--- config.mk ---
export PLATFORM = sky130hd
export DESIGN_NAME = multiplication_unit
export DESIGN_NICKNAME = d
export VERILOG_FILES = /design/src/rtl/multiplication_unit.sv
export SDC_FILE = /design/constraint.sdc
export NUM_CORES = 1
export LEC_CHECK = 0
export CORE_ASPECT_RATIO = 0.9
export CORE_MARGIN = 2
export CORE_UTILIZATION = 52
export DETAILED_ROUTE_END_ITERATION = 10
export PLACE_DENSITY = 0.77
export SLEW_MARGIN = 0
export SYNTH_ARGS = -nofsm -noshare
export SYNTH_HDL_FRONTEND = slang
export SYNTH_SLANG_ARGS = --single-unit
--- constraint.sdc ---
create_clock -name clk_i -period 3.1 [get_ports clk_i]
set_input_delay 0.465 -clock clk_i [delete_from_list [all_inputs] [get_ports clk_i]]
set_output_delay 0.465 -clock clk_i [all_outputs]
set_load 0.03 [all_outputs]
--- src/rtl/multiplication_unit.sv ---
// ============================================================================
// multiplication_unit : sequential radix-2 shift-add multiplier (RV32M MUL*)
// Rev 1.0
// ============================================================================
`default_nettype none

package multiplication_unit_pkg;
  typedef enum logic [1:0] {
    MUL    = 2'd0,
    MULH   = 2'd1,
    MULHSU = 2'd2,
    MULHU  = 2'd3
  } mul_uop_t;
endpackage

module multiplication_unit
  import multiplication_unit_pkg::*;
#(
  parameter int unsigned DATA_WIDTH = 32
) (
  input  logic                  clk_i,
  input  logic                  rst_n_i,
  input  logic                  clk_en_i,
  input  logic [DATA_WIDTH-1:0] multiplicand_i,
  input  logic [DATA_WIDTH-1:0] multiplier_i,
  input  logic                  data_valid_i,
  input  mul_uop_t              operation_i,
  output logic [DATA_WIDTH-1:0] product_o,
  output logic                  data_valid_o,
  output logic                  idle_o
);

  localparam int unsigned           c_cnt_w = (DATA_WIDTH > 1) ? $clog2(DATA_WIDTH) : 1;
  localparam logic [c_cnt_w-1:0]    c_last  = c_cnt_w'(DATA_WIDTH - 1);

  typedef enum logic [1:0] {
    S_IDLE     = 2'd0,
    S_MULTIPLY = 2'd1,
    S_FINISH   = 2'd2
  } state_t;

  state_t                    r_state;
  logic [DATA_WIDTH-1:0]     r_mcand;
  logic [DATA_WIDTH-1:0]     r_mplier;
  logic [2*DATA_WIDTH-1:0]   r_acc;
  logic [c_cnt_w-1:0]        r_count;
  mul_uop_t                  r_op;
  logic                      r_negate;
  logic [DATA_WIDTH-1:0]     r_product;
  logic                      r_valid;
  logic                      r_idle;

  logic                      w_rs1_signed;
  logic                      w_rs2_signed;
  logic                      w_rs1_neg;
  logic                      w_rs2_neg;
  logic [DATA_WIDTH-1:0]     w_rs1_mag;
  logic [DATA_WIDTH-1:0]     w_rs2_mag;
  logic [DATA_WIDTH:0]       w_sum;
  logic [2*DATA_WIDTH-1:0]   w_full;

  assign w_rs1_signed = (operation_i == MULH) || (operation_i == MULHSU);
  assign w_rs2_signed = (operation_i == MULH);
  assign w_rs1_neg    = multiplicand_i[DATA_WIDTH-1] & w_rs1_signed;
  assign w_rs2_neg    = multiplier_i[DATA_WIDTH-1] & w_rs2_signed;
  // The most negative value negates to itself, which read unsigned is exactly its magnitude.
  assign w_rs1_mag    = w_rs1_neg ? (~multiplicand_i + DATA_WIDTH'(1)) : multiplicand_i;
  assign w_rs2_mag    = w_rs2_neg ? (~multiplier_i + DATA_WIDTH'(1)) : multiplier_i;

  // Upper-half add keeps its carry so the right shift loses nothing.
  assign w_sum  = {1'b0, r_acc[2*DATA_WIDTH-1:DATA_WIDTH]}
                + (r_mplier[0] ? {1'b0, r_mcand} : '0);
  assign w_full = r_negate ? (~r_acc + (2*DATA_WIDTH)'(1)) : r_acc;

  always_ff @(posedge clk_i or negedge rst_n_i) begin
    if (!rst_n_i) begin
      r_state   <= S_IDLE;
      r_mcand   <= '0;
      r_mplier  <= '0;
      r_acc     <= '0;
      r_count   <= '0;
      r_op      <= MUL;
      r_negate  <= 1'b0;
      r_product <= '0;
      r_valid   <= 1'b0;
      r_idle    <= 1'b1;
    end else if (clk_en_i) begin
      r_valid <= 1'b0;
      case (r_state)
        S_IDLE: begin
          if (data_valid_i) begin
            r_mcand  <= w_rs1_mag;
            r_mplier <= w_rs2_mag;
            r_op     <= operation_i;
            r_negate <= w_rs1_neg ^ w_rs2_neg;
            r_acc    <= '0;
            r_count  <= '0;
            r_idle   <= 1'b0;
            r_state  <= S_MULTIPLY;
          end
        end
        S_MULTIPLY: begin
          r_acc    <= {w_sum, r_acc[DATA_WIDTH-1:1]};
          r_mplier <= r_mplier >> 1;
          r_count  <= r_count + c_cnt_w'(1);
          if (r_count == c_last) begin
            r_state <= S_FINISH;
          end
        end
        S_FINISH: begin
          r_product <= (r_op == MUL) ? w_full[DATA_WIDTH-1:0]
                                     : w_full[2*DATA_WIDTH-1:DATA_WIDTH];
          r_valid   <= 1'b1;
          r_idle    <= 1'b1;
          r_state   <= S_IDLE;
        end
        default: begin
          r_idle  <= 1'b1;
          r_state <= S_IDLE;
        end
      endcase
    end
  end

  assign product_o    = r_product;
  assign data_valid_o = r_valid;
  assign idle_o       = r_idle;

`ifdef ASSERTIONS
  a_valid_while_busy : assert property (@(posedge clk_i) disable iff (!rst_n_i)
                                        !(clk_en_i && data_valid_i && !r_idle))
    else $error("data_valid_i asserted while unit busy");
`endif

endmodule

`default_nettype wire

==> flow_summary.json <==
{
  "diodes": 0,
  "fin_hold_ws_ns": 0.0176,
  "fp-row-count": 50,
  "cts_made_buffers": 17,
  "cp.arrival_ns": 3.44,
  "rsz0062_at_grt": "true",
  "leakagePower_nw": 5.99,
  "drv_cap": 0,
  "fin_skew_ns": 0.0104,
  "grt_pass1_vias": 9669,
  "dr.pass1.iters": 5,
  "slew_violations": 0,
  "die_area_sq_um": 22800,
  "max-vdd-ir-drop_mv": 0.320,
  "vias_per_cell": 5.92,
  "n_fill_cell": 1722,
  "routedWlPerCell_um": 17.5,
  "synth.most_common_cell": "nand2_1",
  "grtUsageTotal_pct": 27.4,
  "grt_start_max_net_pins": 70,
  "die_h_um": 143,
  "worstMarginPinSlew_ns": 0.941,
  "ant_nets": 0,
  "overflow": 0,
  "dp_hpwl_um": 23100,
  "setup_tns_ns": -0.0397,
  "status": "finished with violations",
  "critical_path_class": "flop to flop",
  "clk_path_buf_depth": 2,
  "portBuffers": 103,
  "drive_gt1_share_pct": 11.4,
  "wl_um": 30900,
  "synthDistinctLibCells": 56,
  "clk_latency_ns": 0.44,
  "root_buffer": "clkbuf_16",
  "layout_min_cycle_time_ns": 3.14,
  "utilization_pct": 65.5,
  "synthArstFlopShare_pct": 100,
  "hold_violations": 0,
  "final_cell_area_sq_um": 13700,
  "power_mw": 9.80,
  "cts_tree": "yes",
  "synth_ff_type": "dfrtp_1",
  "yosys_warnings": 0,
  "start_kind": "flop",
  "num_vias": 10460,
  "setup_viol": 1,
  "clock-sinks": 172,
  "register_area_sq_um": 4310,
  "fmax_mhz": 319,
  "synth_top_cell_area_share_pct": 38.1,
  "synthTopCellsByCount": "nand2_1 (187), dfrtp_1 (171), o21ai_0 (171)",
  "antenna_found_initial": 0,
  "die_x_um": 159,
  "drt_iter0_drc": 1060,
  "ys_seq_area_share_pct": 38.4,
  "fin_crit_sh_pct": 101,
  "multiInputGateArea_sq_um": 6650,
  "syn_nets": 1430,
  "ys_top_cells_by_area": "dfrtp_1 (38%), o21ai_0 (7.6%), nand2_1 (6.3%), xnor2_1 (6.1%), xor2_1 (4.9%)",
  "cts_htree_levels": 4,
  "ioPinCount": 104,
  "syn_area_sq_um": 11200,
  "hold_buffers": 0,
  "area_growth_pct": 22.4,
  "endpoint_kind": "flop",
  "violations": "negative setup slack",
  "drc": 0,
  "synth_cells": 1321,
  "avgSynthCellArea_sq_um": 8.49,
  "clk_pin_slew_worst_paths_ns": 0.07,
  "synth_area_leader_cell": "dfrtp_1",
  "synth_edf_count": 0,
  "coreArea_sq_um": 21000,
  "grt_pass1_wl_um": 50200,
  "power.density_nw_per_um2": 714,
  "crit_required_ns": 3.40,
  "synth_seq_cells": 172,
  "start_util_pct": 53.5,
  "hp-class": "input port to asynchronous set/reset pin",
  "place_area_sq_um": 13100,
  "worst-path-max-fanout": 5,
  "layout_setup_ws_ns": -0.0397,
  "fin_nets": 1577,
  "worst_slew_margin_rel_pct": 37.2,
  "gp_congestion": 0.934
}
## per-stage QoR
step	instances	setup WS [ns]
after floorplan	1321	0.161
after global placement	1733	0.0704
after detailed placement	1733	-0.0480
after CTS	1764	0.00694
after global routing	1766	-0.121
final	1766	-0.0397
## final cells by class
cell class              instances  share of cell area [%]
well taps                     286                    2.61
inverters                      24                   0.656
repair buffers                203                    13.1
clock buffers                  20                    3.25
clock inverters                11                   0.638
multi-input cells            1050                    48.4
flip-flops and latches        172                    31.4
## repair_timing
action                                  CTS  global route
endpoints found under the hold margin     0             0
gates resized for setup                   2            22
buffers inserted                          0             2
pin swaps                                 0             9
endpoints found under the setup margin    3            22
## path summary, 6_finish.rpt
check                           depth (start not counted)  slack (ns)                      from                   endpoint
worst max-delay path                                    8       -0.04     r_acc[14]$_DFFE_PN0P_  product_o[24]$_DFFE_PN0P_
worst min-delay path                                    1        0.02                   rst_n_i      r_acc[12]$_DFFE_PN0P_
worst max register to register                          8       -0.04     r_acc[14]$_DFFE_PN0P_  product_o[24]$_DFFE_PN0P_
worst min register to register                          2        0.47  product_o[3]$_DFFE_PN0P_   product_o[3]$_DFFE_PN0P_
max in group asynchronous                               2        2.20                   rst_n_i         idle_o$_DFFE_PN1P_
min in group clk_i                                      2        0.47  product_o[3]$_DFFE_PN0P_   product_o[3]$_DFFE_PN0P_
## power breakdown
part | internal (mW) | switching, mW
combinational | 1.91 | 2.44
clock | 1.05 | 0.949
sequential | 2.79 | 0.655
total | 5.75 | 4.05
## metal layers
metal	part of all wire (%)	vias to the layer above	track usage [%]	wire length, um
met3	7.2	56	4.62	2210
met5	0	-	0	0
met2	45	421	42.3	13800
met1	46	4917	39.0	14200
met4	2.4	0	10.0	731
li1	-	5066	-	-
## sequential cells by signal, indices dropped and copies added, names as in the netlist
signal        flops
r_acc            64
product_o        32
r_mplier         32
r_count           5
data_valid_o      1
idle_o            1
r_state           2
r_mcand          32
r_negate          1
r_op              2
## cell usage in the layout, fill, tap and decap left out, types with 6 or more instances in the layout
cell | Yosys | final
clkinvlp_4 | 0 | 6
nor2_1 | 71 | 70
o21ai_0 | 171 | 169
a31oi_1 | 10 | 10
o221ai_1 | 10 | 10
nand3b_1 | 6 | 6
or3_1 | 12 | 11
and2_1 | 35 | 35
clkbuf_16 | 0 | 17
nor3_1 | 25 | 24
clkdlybuf4s50_1 | 0 | 102
inv_1 | 24 | 22
a22o_1 | 34 | 34
dfrtp_1 | 171 | 171
nand4_1 | 12 | 12
nor3b_1 | 8 | 8
nor4_1 | 14 | 13
nand2_1 | 187 | 187
a21oi_1 | 65 | 61
or4_1 | 13 | 13
o22ai_1 | 37 | 36
nand3_1 | 20 | 17
nand2b_1 | 9 | 9
nor2b_1 | 11 | 10
o31ai_1 | 24 | 22
ha_1 | 38 | 35
buf_4 | 0 | 99
xor2_1 | 63 | 63
a21o_1 | 17 | 17
xnor2_1 | 78 | 78
o41ai_1 | 12 | 11
## cells by family after synthesis
logic type	after synthesis	share of synthesized area [%]
buffers and inverters	99	3.31
XOR/XNOR	141	11.0
adder cells (fa/ha/maj)	39	4.42
multiplexers	5	0.446
AND/OR/NAND/NOR	443	19.1
flip-flops	172	38.4
AO/OA/AOI/OAI	422	23.3
## worst max-delay path, cell delays in order, from the launching register on
cell     delay [ns]
dfrtp_1        0.38
or4_4          0.58
or4_4          0.52
or4_4          0.53
a211o_1        0.27
o41ai_2        0.34
xnor2_1        0.11
mux2i_1        0.17
o21ai_1        0.09
No activity file was read; power rests on OpenSTA's default activity.
